<file path="config.mk">
export PLATFORM = sky130hd
export DESIGN_NAME = flt_to_int_seq
export DESIGN_NICKNAME = d
export VERILOG_FILES = /design/src/rtl/flt_to_int_seq_pkg.sv /design/src/rtl/flt_to_int_seq.sv
export SDC_FILE = /design/constraint.sdc
export NUM_CORES = 1
export LEC_CHECK = 0
export ABC_CLOCK_PERIOD_IN_PS = 4100
export BUFFER_PORTS_ARGS = -buffer_cell sky130_fd_sc_hd__clkbuf_2
export CORE_AREA = 2 2 73 61
export CTS_BUF_LIST = sky130_fd_sc_hd__clkbuf_8
export DETAILED_ROUTE_END_ITERATION = 6
export DIE_AREA = 0 0 75 63
export SYNTH_ARGS = -nofsm -noshare
export SYNTH_HDL_FRONTEND = slang
export SYNTH_SLANG_ARGS = --single-unit
</file>
<file path="constraint.sdc">
create_clock -name clk -period 4.1 [get_ports clk]
set_input_delay 0.615 -clock clk [delete_from_list [all_inputs] [get_ports clk]]
set_output_delay 0.615 -clock clk [all_outputs]
set_load 0.01 [all_outputs]
</file>
<file path="src/rtl/flt_to_int_seq_pkg.sv">
// Shared mini-float field layout, FSM encodings and saturation constant.
// The int-to-float encoder uses the same field constants.
package flt_to_int_seq_pkg;

    localparam int MAN_W = 8;
    localparam int EXP_W = 4;
    localparam int INT_W = 8;
    localparam int FLT_W = 1 + EXP_W + MAN_W;

    localparam int SIGN_B = FLT_W - 1;
    localparam int EXP_HI = FLT_W - 2;
    localparam int EXP_LO = MAN_W;
    localparam int MAN_HI = MAN_W - 1;
    localparam int MAN_LO = 0;

    localparam logic [EXP_W-1:0] EXP_SAT = EXP_W'(MAN_W);
    localparam logic [INT_W-2:0] SAT_MAG = '1;

    typedef enum logic [1:0] {
        ST_IDLE  = 2'd0,
        ST_SHIFT = 2'd1,
        ST_DONE  = 2'd2
    } state_t;

endpackage

</file>
<file path="src/rtl/flt_to_int_seq.sv">
// Sequential mini-float to sign-magnitude integer converter, one shift per clock.
// Define ROUND_NEAREST_EN to round half up on the magnitude instead of truncating.
module flt_to_int_seq
    import flt_to_int_seq_pkg::*;
(
    input  logic             clk,
    input  logic             reset,
    input  logic             in_valid,
    output logic             in_ready,
    input  logic [FLT_W-1:0] in_flt,
    output logic             out_valid,
    input  logic             out_ready,
    output logic [INT_W-1:0] out_int,
    output logic             out_ovf
);

    state_t             state;
    logic               sign_q;
    logic [MAN_W-1:0]   wreg;
    logic [EXP_W-1:0]   cnt;

    logic [EXP_W-1:0]   in_exp;
    logic [MAN_W-1:0]   in_man;
    logic [EXP_W-1:0]   cnt_init;
    logic [MAN_W-1:0]   src;
    logic [MAN_W-1:0]   sh;
    logic               last;
    logic [INT_W-2:0]   mag;
    logic               ovf;

    assign in_exp   = in_flt[EXP_HI:EXP_LO];
    assign in_man   = in_flt[MAN_HI:MAN_LO];
    assign cnt_init = EXP_SAT - in_exp;

    // The first shift happens on the accept edge, so exp=7 lands in DONE
    // with the same one-cycle latency as the zero and saturate cases.
    always_comb begin
        src  = (state == ST_IDLE) ? in_man : wreg;
        sh   = src >> 1;
        last = (state == ST_IDLE) ? (cnt_init == EXP_W'(1))
                                  : (cnt == EXP_W'(1));
        ovf  = |sh[MAN_W-1:INT_W-1];
        mag  = sh[INT_W-2:0];
`ifdef ROUND_NEAREST_EN
        begin
            logic [INT_W-1:0] sum;
            sum = {1'b0, sh[INT_W-2:0]} + INT_W'(src[0]);
            mag = sum[INT_W-2:0];
            ovf = ovf | sum[INT_W-1];
        end
`endif
        if (ovf)
            mag = SAT_MAG;
    end

`ifndef ROUND_NEAREST_EN
    logic unused_guard;
    assign unused_guard = src[0];
`endif

    always_ff @(posedge clk or posedge reset) begin
        if (reset) begin
            state     <= ST_IDLE;
            in_ready  <= 1'b1;
            out_valid <= 1'b0;
            out_int   <= '0;
            out_ovf   <= 1'b0;
            cnt       <= '0;
            wreg      <= '0;
            sign_q    <= 1'b0;
        end else begin
            unique case (state)
                ST_IDLE: begin
                    if (in_valid) begin
                        sign_q <= in_flt[SIGN_B];
                        unique case (1'b1)
                            (in_exp == '0): begin
                                out_int   <= {in_flt[SIGN_B], {(INT_W-1){1'b0}}};
                                out_ovf   <= 1'b0;
                                out_valid <= 1'b1;
                                in_ready  <= 1'b0;
                                state     <= ST_DONE;
                            end
                            (in_exp >= EXP_SAT): begin
                                out_int   <= {in_flt[SIGN_B], SAT_MAG};
                                out_ovf   <= 1'b1;
                                out_valid <= 1'b1;
                                in_ready  <= 1'b0;
                                state     <= ST_DONE;
                            end
                            last: begin
                                out_int   <= {in_flt[SIGN_B], mag};
                                out_ovf   <= ovf;
                                out_valid <= 1'b1;
                                in_ready  <= 1'b0;
                                state     <= ST_DONE;
                            end
                            default: begin
                                wreg     <= sh;
                                cnt      <= cnt_init - EXP_W'(1);
                                in_ready <= 1'b0;
                                state    <= ST_SHIFT;
                            end
                        endcase
                    end
                end
                ST_SHIFT: begin
                    wreg <= sh;
                    cnt  <= cnt - EXP_W'(1);
                    if (last) begin
                        out_int   <= {sign_q, mag};
                        out_ovf   <= ovf;
                        out_valid <= 1'b1;
                        state     <= ST_DONE;
                    end
                end
                ST_DONE: begin
                    if (out_ready) begin
                        out_valid <= 1'b0;
                        in_ready  <= 1'b1;
                        state     <= ST_IDLE;
                    end
                end
                default: begin
                    out_valid <= 1'b0;
                    in_ready  <= 1'b1;
                    state     <= ST_IDLE;
                end
            endcase
        end
    end

endmodule

</file>
==> flow_summary.json <==
{
  "final_cell_mix": "clkbuf_2 (26), dfrtp_1 (23), inv_1 (15), nand2_1 (10), o2bb2ai_1 (7)",
  "grtUsageTotal_pct": 14.73,
  "wire_per_inst_um": 14.14,
  "synth_ff_type": "dfrtp_1",
  "core-area_mm2": 0.004020,
  "cts_resized": 0,
  "fmax_mhz": 416.4,
  "finalSetupTns_ns": 0,
  "whs_ns": 0.4664,
  "drc_errors": 0,
  "clockBufferDepth": 2,
  "syn_area_mm2": 0.001406,
  "power_switching_mw": 0.4350,
  "start_util_pct": 34.98,
  "clock_sinks": 24,
  "synth_top_cell_by_area": "dfrtp_1",
  "syn_to_final_growth_pct": 16.46,
  "num_vias": 1121,
  "place_area_mm2": 0.001583,
  "cts_tree": "built",
  "cts_root_buf": "clkbuf_8",
  "dp_slack_ns": 1.434,
  "dieArea_mm2": 0.004725,
  "syn_inst": 139,
  "design_area_mm2": 0.001638,
  "max-slew-margin-rel_pct": 40.30,
  "worstPathMaxFanout": 11,
  "critPathSlowestCell": "nor4b_4",
  "path_class": "primary input to flip-flop",
  "required_ns": 4.25,
  "antenna_found_initial": 0,
  "async_reset_ff_share_pct": 100.0,
  "cp-end-kind": "flip-flop",
  "dr.pass1.iters": 4,
  "grt_pass1_vias": 1103,
  "grt_max_degree": 25,
  "seq_power_share_pct": 40.1,
  "rows": 21,
  "num-fill-cells": 396,
  "chipHeight_um": 63,
  "peakVddDrop_uv": 354.6,
  "numCtsBuffers": 3,
  "synth_area_per_cell_um2": 10.12,
  "final_common_cell": "clkbuf_2",
  "power_density_mw_per_mm2": 679.1,
  "cts_setup_buffers": 0,
  "wirelength_mm": 3.124,
  "cp_slowest_stage_delay_ns": 0.66,
  "post-route-min-period_ns": 2.402,
  "skew_ns": 0.001724,
  "drive_above_1_share_pct": 28.66,
  "p_clk_share_pct": 14.2,
  "drtIter0Drc": 61,
  "synth_area_leaders": "dfrtp_1 (41%), o2bb2ai_1 (4.4%), inv_1 (4.0%)",
  "postLayoutSetupSlackWorst_ns": 1.698,
  "dp_hpwl_mm": 2.319,
  "cp_cell_sequence": "clkbuf_2 > inv_1 > ha_1 > and3b_4 > nor4b_4 > o21bai_4 > mux2_4",
  "synthDistinctLibCells": 43,
  "min_path_type": "flip-flop to flip-flop",
  "crit_path_start_kind": "primary input",
  "power.internal_mw": 0.6773,
  "gp_congestion": 0.7925,
  "grt_pass1_wl_mm": 5.402,
  "portBuffers": 26,
  "status": "finished clean",
  "ctsHoldBuffers": 0,
  "die_w_um": 75,
  "clkLatencyLatePin_ns": 0.26,
  "ios": 28,
  "slew_viol_final": 0,
  "synth_edf_count": 0,
  "h-tree-depth": 1,
  "power_leakage_nw": 0.7400,
  "fin_crit_sh_pct": 58.58,
  "setup_viol": 0,
  "rsz0062_at_grt": "false",
  "power_mw": 1.112,
  "avgViaCountPerCell": 5.072,
  "yosys_warnings": 0,
  "worstPathArrival_ns": 2.56,
  "switching_share_pct": 39.11,
  "path_clk_slew_ns": 0.08,
  "combPwrFrac_pct": 45.7,
  "ys_seq_area_share_pct": 42.79,
  "syn_nets": 160,
  "grt_overflow": 0,
  "antennaDiodeCount": 0,
  "fin_nets": 186,
  "ant_nets": 0,
  "synth_top_area_share_pct": 40.93,
  "drv_cap": 0,
  "worstMarginPinSlew_ns": 0.8946,
  "ys_ff_latch": 24,
  "hold_viol": 0
}
-- kinds of logic (layout without fill, tap and decap cells) --
family | Yosys count | in the layout | share of synthesized area (%)
flops | 24 | 24 | 42.79
fa+ha+maj | 4 | 4 | 3.559
compound gates | 42 | 42 | 25.00
mux | 4 | 4 | 3.737
xor+xnor | 1 | 1 | 0.6229
buf+inv | 21 | 46 | 6.316
simple gates | 43 | 43 | 17.97
-- cell type report --
class                   count  area, um2  area share, %
multi-input cells          94      715.7          43.70
well taps                  57      71.32          4.354
inverters                  15      56.30          3.438
flip-flops and latches     24      601.8          36.75
clock buffers               4      55.05          3.361
repair buffers             27      137.6          8.403
-- power by group through the flow --
stage | logic (mW) | registers [mW] | clock network (mW)
3_3_place_gp | 0.498 | 0.444 | 0
3_5_place_dp | 0.513 | 0.449 | 0
2_1_floorplan | 0.376 | 0.433 | 0
6_report | 0.508 | 0.446 | 0.158
4_1_cts | 0.516 | 0.447 | 0.167
5_1_grt | 0.569 | 0.463 | 0.174
-- synth_stat cells (all sizes together), types with 2 or more instances --
master   instances
a21boi           5
a21oi            4
a2bb2oi          2
a32o             2
a32oi            6
and2             3
and2b            2
buf              4
clkbuf           2
dfrtp           23
ha               4
inv             15
mux2             4
nand2           10
nand3            6
nand4            3
nor2             5
nor2b            6
nor3             2
o21ai            6
o2bb2ai          7
-- sequential cells by signal (all words and copies together), names as in the netlist --
signal / flops
wreg: 6
cnt: 4
out_valid: 1
state: 2
in_ready: 1
out_int: 8
out_ovf: 1
sign_q: 1
-- path summary, 6_finish.rpt --
kind	start	endpoint	slack, ns	cells past startpoint
max	in_flt[8]	wreg[6]$_DFFE_PP0P_	1.70	7
min	in_ready$_DFFE_PP1P_	in_ready$_DFFE_PP1P_	0.47	2
max reg2reg	state[1]$_DFFE_PP0P_	out_int[1]$_DFFE_PP0P_	2.17	4
min reg2reg	in_ready$_DFFE_PP1P_	in_ready$_DFFE_PP1P_	0.47	2
max in group asynchronous	reset	out_int[3]$_DFFE_PP0P_	3.04	2
min in group asynchronous	reset	out_int[7]$_DFFE_PP0P_	0.51	2
-- through the flow --
| step | instances | util, % |
|---|---|---|
| finish | 221 | 40.74 |
| global route | 221 | 40.74 |
| CTS | 221 | 40.74 |
| detailed placement | 217 | 39.37 |
| global placement | 217 | 39.37 |
| floorplan | 139 | - |
-- layer usage --
| layer | GRT usage (%) | wire length (um) | up-vias |
|---|---|---|---|
| li1 | - | - | 553 |
| met1 | 22.37 | 1572 | 542 |
| met2 | 20.72 | 1414 | 20 |
| met3 | 4.032 | 91 | 6 |
| met4 | 3.125 | 46 | 0 |
| met5 | 0 | 0 | - |
-- worst max-delay path, delay by kind of cell --
kind | cells | cell delay, ns
and+or+nand+nor | 2 | 0.90
muxes | 1 | 0.34
buffers and inverters | 2 | 0.26
adders and majority gates | 1 | 0.22
AOI/OAI and AO/OA | 1 | 0.21
No activity file was read; power rests on OpenSTA's default activity.
